File: src/rtl/hazard_stall_ctrl.sv
// hazard_stall_ctrl: pipeline sequencing for a classic 5-stage core.
// Drives PC / IF/ID write enables, the IF/ID flush, the ID/EX bubble and the
// whole-pipe freeze from load-use hazards, taken branches and data-memory waits.
// Optional build macro: PERF_CNT_EN adds saturating stall/flush/memwait counters.
module hazard_stall_ctrl #(
  parameter int unsigned LOAD_STALL_CYCLES = 1,   // 1..7
  parameter int unsigned MEM_TIMEOUT       = 255  // 1..255
) (
  input  logic        clk,
  input  logic        reset,
  input  logic        idex_memread,
  input  logic [4:0]  idex_rt,
  input  logic [4:0]  ifid_rs,
  input  logic [4:0]  ifid_rt,
  input  logic        ifid_uses_rt,
  input  logic        branch_taken,
  input  logic        dmem_req,
  input  logic        dmem_ready,
  output logic        pc_write,
  output logic        ifid_write,
  output logic        ifid_flush,
  output logic        idex_bubble,
  output logic        pipe_freeze,
  output logic        mem_err,
`ifdef PERF_CNT_EN
  output logic [31:0] stall_cnt,
  output logic [31:0] flush_cnt,
  output logic [31:0] memwait_cnt,
`endif
  output logic [1:0]  state
);

  localparam logic [1:0] ST_RUN     = 2'd0;
  localparam logic [1:0] ST_LDSTALL = 2'd1;
  localparam logic [1:0] ST_MEMWAIT = 2'd2;

  // Extra bubbles after the first one, taken in LDSTALL.
  localparam logic [2:0] STALL_RELOAD = 3'(LOAD_STALL_CYCLES - 1);
  localparam logic [8:0] TMO_LIMIT    = 9'(MEM_TIMEOUT);
  localparam bit         MULTI_STALL  = (LOAD_STALL_CYCLES > 1);

  logic [1:0] state_q, state_d;
  logic [2:0] scnt_q, scnt_d;     // remaining LDSTALL cycles, held across MEMWAIT
  logic [7:0] tcnt_q, tcnt_d;     // consecutive memory-wait cycles
  logic       mem_err_q, mem_err_d;

  logic       hz_s;
  logic       mw_s;
  logic [8:0] tcnt_inc_s;

  // Hazard and memory-wait terms shared by next-state and output logic.
  always_comb begin
    hz_s = idex_memread & (idex_rt != 5'd0) &
           ((idex_rt == ifid_rs) | (ifid_uses_rt & (idex_rt == ifid_rt)));
    mw_s = dmem_req & ~dmem_ready;
    tcnt_inc_s = {1'b0, tcnt_q} + 9'd1;
  end

  // State, counters and sticky error register; reset also aborts any stall.
  always_ff @(posedge clk) begin
    if (reset) begin
      state_q   <= ST_RUN;
      scnt_q    <= 3'd0;
      tcnt_q    <= 8'd0;
      mem_err_q <= 1'b0;
    end else begin
      state_q   <= state_d;
      scnt_q    <= scnt_d;
      tcnt_q    <= tcnt_d;
      mem_err_q <= mem_err_d;
    end
  end

  // Next-state and counter update; memory wait beats load-use beats branch.
  always_comb begin
    state_d   = state_q;
    scnt_d    = scnt_q;
    tcnt_d    = tcnt_q;
    mem_err_d = mem_err_q;
    case (state_q)
      ST_RUN: begin
        if (mw_s) begin
          // A one-cycle limit expires on the very first wait cycle.
          if (TMO_LIMIT <= 9'd1) begin
            mem_err_d = 1'b1;
            state_d   = ST_RUN;
            tcnt_d    = 8'd0;
          end else begin
            state_d = ST_MEMWAIT;
            tcnt_d  = 8'd1;
          end
        end else if (hz_s) begin
          if (MULTI_STALL) begin
            state_d = ST_LDSTALL;
            scnt_d  = STALL_RELOAD;
          end else begin
            state_d = ST_RUN;
          end
        end else begin
          state_d = ST_RUN;
        end
      end
      ST_LDSTALL: begin
        if (mw_s) begin
          // Stall count is frozen while memory is waited on.
          if (TMO_LIMIT <= 9'd1) begin
            mem_err_d = 1'b1;
            state_d   = ST_RUN;
            scnt_d    = 3'd0;
            tcnt_d    = 8'd0;
          end else begin
            state_d = ST_MEMWAIT;
            tcnt_d  = 8'd1;
          end
        end else if (scnt_q <= 3'd1) begin
          state_d = ST_RUN;
          scnt_d  = 3'd0;
        end else begin
          scnt_d = scnt_q - 3'd1;
        end
      end
      ST_MEMWAIT: begin
        if (dmem_ready) begin
          state_d = (scnt_q != 3'd0) ? ST_LDSTALL : ST_RUN;
          tcnt_d  = 8'd0;
        end else if (tcnt_inc_s >= TMO_LIMIT) begin
          // Give up on the access: flag it and restart the pipe cleanly.
          mem_err_d = 1'b1;
          state_d   = ST_RUN;
          scnt_d    = 3'd0;
          tcnt_d    = 8'd0;
        end else begin
          tcnt_d = tcnt_inc_s[7:0];
        end
      end
      default: begin
        state_d = ST_RUN;
        scnt_d  = 3'd0;
        tcnt_d  = 8'd0;
      end
    endcase
  end

  // Pipeline control outputs, combinational from state, reset and inputs.
  always_comb begin
    pc_write    = 1'b0;
    ifid_write  = 1'b0;
    ifid_flush  = 1'b0;
    idex_bubble = 1'b0;
    pipe_freeze = 1'b0;
    if (reset) begin
      idex_bubble = 1'b1;
    end else begin
      case (state_q)
        ST_RUN: begin
          if (mw_s) begin
            pipe_freeze = 1'b1;
          end else if (hz_s) begin
            idex_bubble = 1'b1;
          end else if (branch_taken) begin
            pc_write   = 1'b1;
            ifid_write = 1'b1;
            ifid_flush = 1'b1;
          end else begin
            pc_write   = 1'b1;
            ifid_write = 1'b1;
          end
        end
        ST_LDSTALL: begin
          if (mw_s) begin
            pipe_freeze = 1'b1;
          end else begin
            idex_bubble = 1'b1;
          end
        end
        ST_MEMWAIT: begin
          if (dmem_ready) begin
            pipe_freeze = 1'b0;
          end else begin
            pipe_freeze = 1'b1;
          end
        end
        default: begin
          // Unreachable encoding: hold front end and inject a nop.
          idex_bubble = 1'b1;
        end
      endcase
    end
  end

  // Registered status outputs; state reads RUN while reset is held.
  always_comb begin
    mem_err = mem_err_q;
    if (reset) begin
      state = ST_RUN;
    end else begin
      state = state_q;
    end
  end

`ifdef PERF_CNT_EN
  logic [31:0] stall_cnt_q, flush_cnt_q, memwait_cnt_q;

  // Saturating event counters, cleared by reset.
  always_ff @(posedge clk) begin
    if (reset) begin
      stall_cnt_q   <= 32'd0;
      flush_cnt_q   <= 32'd0;
      memwait_cnt_q <= 32'd0;
    end else begin
      if (idex_bubble && (stall_cnt_q != 32'hFFFF_FFFF)) begin
        stall_cnt_q <= stall_cnt_q + 32'd1;
      end
      if (ifid_flush && (flush_cnt_q != 32'hFFFF_FFFF)) begin
        flush_cnt_q <= flush_cnt_q + 32'd1;
      end
      if (pipe_freeze && (memwait_cnt_q != 32'hFFFF_FFFF)) begin
        memwait_cnt_q <= memwait_cnt_q + 32'd1;
      end
    end
  end

  // Expose the counters.
  always_comb begin
    stall_cnt   = stall_cnt_q;
    flush_cnt   = flush_cnt_q;
    memwait_cnt = memwait_cnt_q;
  end
`endif

endmodule

File: config.mk
export PLATFORM = sky130hd
export DESIGN_NAME = hazard_stall_ctrl
export DESIGN_NICKNAME = d
export VERILOG_FILES = /design/src/rtl/hazard_stall_ctrl.sv
export SDC_FILE = /design/constraint.sdc
export NUM_CORES = 1
export LEC_CHECK = 0
export ABC_CLOCK_PERIOD_IN_PS = 1800
export CAP_MARGIN = 0
export CORE_MARGIN = 2
export CORE_UTILIZATION = 44
export CTS_CLUSTER_SIZE = 14
export DETAILED_ROUTE_END_ITERATION = 10
export PLACE_DENSITY = 0.76
export SLEW_MARGIN = 20
export SYNTH_ARGS = -nofsm -noshare
export SYNTH_HDL_FRONTEND = slang
export SYNTH_SLANG_ARGS = --single-unit
File: constraint.sdc
create_clock -name clk -period 1.8 [get_ports clk]
set_input_delay 0.36 -clock clk [delete_from_list [all_inputs] [get_ports clk]]
set_output_delay 0.36 -clock clk [all_outputs]
set_load 0.005 [all_outputs]
==> flow_summary.toml, run 1 <==
[die]
die_area_um2 = 3080
fp-row-count = 18
start_util_pct = 46.7
die_h_um = 55.5
die_w_um = 55.5
pin_count = 30
core_um2 = 2500

[cts]
root_buffer = "clkbuf_4"
cts.sinks = 14
cts_hold_buf = 0
worstSkewPairLatency_ps = 310
htree_levels = 1
numCtsBuffers = 3
cts_tree = "yes"
clk_pin_slew_ps = 100
ctsLongestPathBuffers = 2

[global_routing]
grt.met1_usage_pct = 30.1
grt_pass1_wl_mm = 5.87
grt.met3_usage_pct = 5.62
busiest_layer = "met2"
met2_usage_pct = 42.5
grt_overflow = 0
antenna_found_initial = 0
grtUsageTotal_pct = 23.8
grt_pass1_vias = 1240
grt_max_degree = 13

[cells_and_area]
final_cell_mix = "24 x buf_4, 8 x clkdlybuf4s50_1, 8 x buf_2, 8 x buf_6"
fill_cells = 187
nNetsFinal = 222
areaGrowthSynthToFinish_pct = 59.8
ff_latch_area_um2 = 295
drive_gt1_share_pct = 44.8
multiInputGateArea_um2 = 987
design_area_um2 = 1870
antenna-diode-count = 0
final_util_pct = 74.6
mostFrequentLayoutCell = "buf_4"
stdcell_count = 224

[setup_path]
critical-path-top-delay-family = "simple AND/OR/NAND/NOR gates"
slowest_delay_ps = 360
crit_chain = "clkdlybuf4s15_1, xor2_1, nor4_1, nand3_1, a21oi_2, buf_4, nor3b_2, buf_2"
r2r-start = "tcnt_q[0]$_SDFFE_PP0P_"
crit_type = "primary input to output pin"
cp-startpoint = "ifid_rt[4]"
cp-end-kind = "output pin"
worstPathMaxFanout = 3
cp-start-kind = "primary input"
cpMaxStageDelayCell = "nor4_1"
cp.required_ps = 1440
cp.arrival_ps = 1820
path_buf_inv = 3

[logic_synthesis]
yosysSeqAreaShare_pct = 24.0
ys.flop_type = "dfxtp_1"
syn_avg_cell_area_um2 = 8.58
postSynth.asyncResetShare_pct = 0
ys_warn_count = 0
synthTopCellsByArea = "dfxtp_1 24%, xor2_1 6.0%, ha_1 5.4%"
synth_area_um2 = 1170
synth_seq_cells = 14
synth.top_cell.area_share_pct = 24.0
synth_top_area_cell = "dfxtp_1"
synth_nets = 163
ys_types = 50
synth-edff-count = 0
synth_cells = 136

[route]
first_pass_iters = 4
routed_wl_mm = 4.10
via_count = 1343
wl_per_cell_um = 18.3
drt-initial-drc-count = 68
via_per_inst = 6.00
drtAntennaViolNets = 0
drc = 0

[placed_design]
dpl.hpwl_mm = 2.69
io_buffer_count = 29
dpl_worst_slack_ps = -984
globalplace.congestion = 0.967
dp_cells = 213
dpl_cell_area_um2 = 1660

[worst_hold_path]
min_path_type = "flop to flop"
hp-start = "scnt_q[2]$_SDFFE_PP0P_"

[sta]
period_share_pct = 121
hold_ws_ps = 549
setup_slack_ps = -378
slew_headroom_pct = 72.1
slew_violations = 0
worst_slew_pin_slew_ps = 417
setup_viol = 5
timing.setup.tns_ps = -1410
finClkSkew_ps = 8.74
finalHoldViolCount = 0
max_freq_ghz = 0.459
rsz0062_at_grt = "true"
min_period_ps = 2180

[job]
cap_violations = 0

[power]
powerDensity_nw_per_um2 = 409
ir_worst_vdd_mv = 0.485
p_total_uw = 762
total_leakage_power_nw = 0.845

[status]
outcome = "finished with violations"
violations = "negative setup slack"
## cell type report
class                   count  share of cell area (%)
clock buffers               4                    1.95
inverters                   6                    1.21
multi-input cells         111                    52.9
flip-flops and latches     14                    15.8
well taps                  30                    2.01
repair buffers             59                    26.1
## synth_stat cells (all sizes together) (2+ instances only)
cell type	number
dfxtp	14
nor2	8
nor3	8
xor2	8
nand3	7
nor2b	7
a21oi	6
inv	6
ha	5
nand2	5
nand2b	5
a211oi	4
a211o	3
a21o	3
a221o	3
a22o	3
and2	3
and3	3
clkbuf	3
xnor2	3
buf	2
nor3b	2
nor4b	2
o21ai	2
o22ai	2
or2	2
## final timing paths
path,to,slack [ps],cells past startpoint
worst max-delay path,ifid_write,-380,8
worst min-delay path,scnt_q[2]$_SDFFE_PP0P_,550,1
worst max register to register,scnt_q[1]$_SDFFE_PP0P_,-40,6
worst min register to register,scnt_q[2]$_SDFFE_PP0P_,550,1
## worst reg2reg max path, stage by stage, from the launching register on
cell and delay (ps):
dfxtp_4 390, ha_4 190, nor2b_1 210, o22ai_4 140, nor4b_4 390, a21oi_2 110, mux2_1 320
## sequential cells by signal (all words and copies together), names as in the netlist
register and count:
mem_err 1, state_q 2, scnt_q 3, tcnt_q 8
## cells by family (layout without fill, tap and decap cells)
| family | count (synthesis) | after routing | synth area share (%) |
|---|---|---|---|
| buffers and inverters | 11 | 69 | 3.97 |
| AO/OA/AOI/OAI | 33 | 33 | 24.2 |
| flip-flops | 14 | 14 | 24.0 |
| AND/OR/NAND/NOR | 61 | 61 | 33.2 |
| adder cells (fa/ha/maj) | 5 | 5 | 5.36 |
| multiplexers | 1 | 1 | 0.965 |
| XOR/XNOR | 11 | 11 | 8.25 |
## per-layer routing
metal  vias to the layer above  part of all wire [%]
met4                         0                   2.7
met5                         -                     0
met1                       662                    40
li1                        621                     -
met2                        45                    52
met3                        15                   4.7
## timing repair
item	in CTS	in global routing
hold endpoints to repair	0	0
gates cloned	0	0
resized for setup	79	23
pin swaps	19	22
setup buffers	3	4
setup endpoints to repair	20	15
## report_power, final
group	switching, mW	total (mW)	internal [mW]
registers	0.00670	0.319	0.312
clock network	0.130	0.254	0.124
logic	0.0852	0.189	0.104
total	0.222	0.762	0.540
(Power assumes the default switching activity.)
==> inputs of run 2 (changes only) <==
SLEW_MARGIN = 40   (was 20)
==> results of run 2 <==
The final DEF is identical to that of run 1; final timing and power are the same.
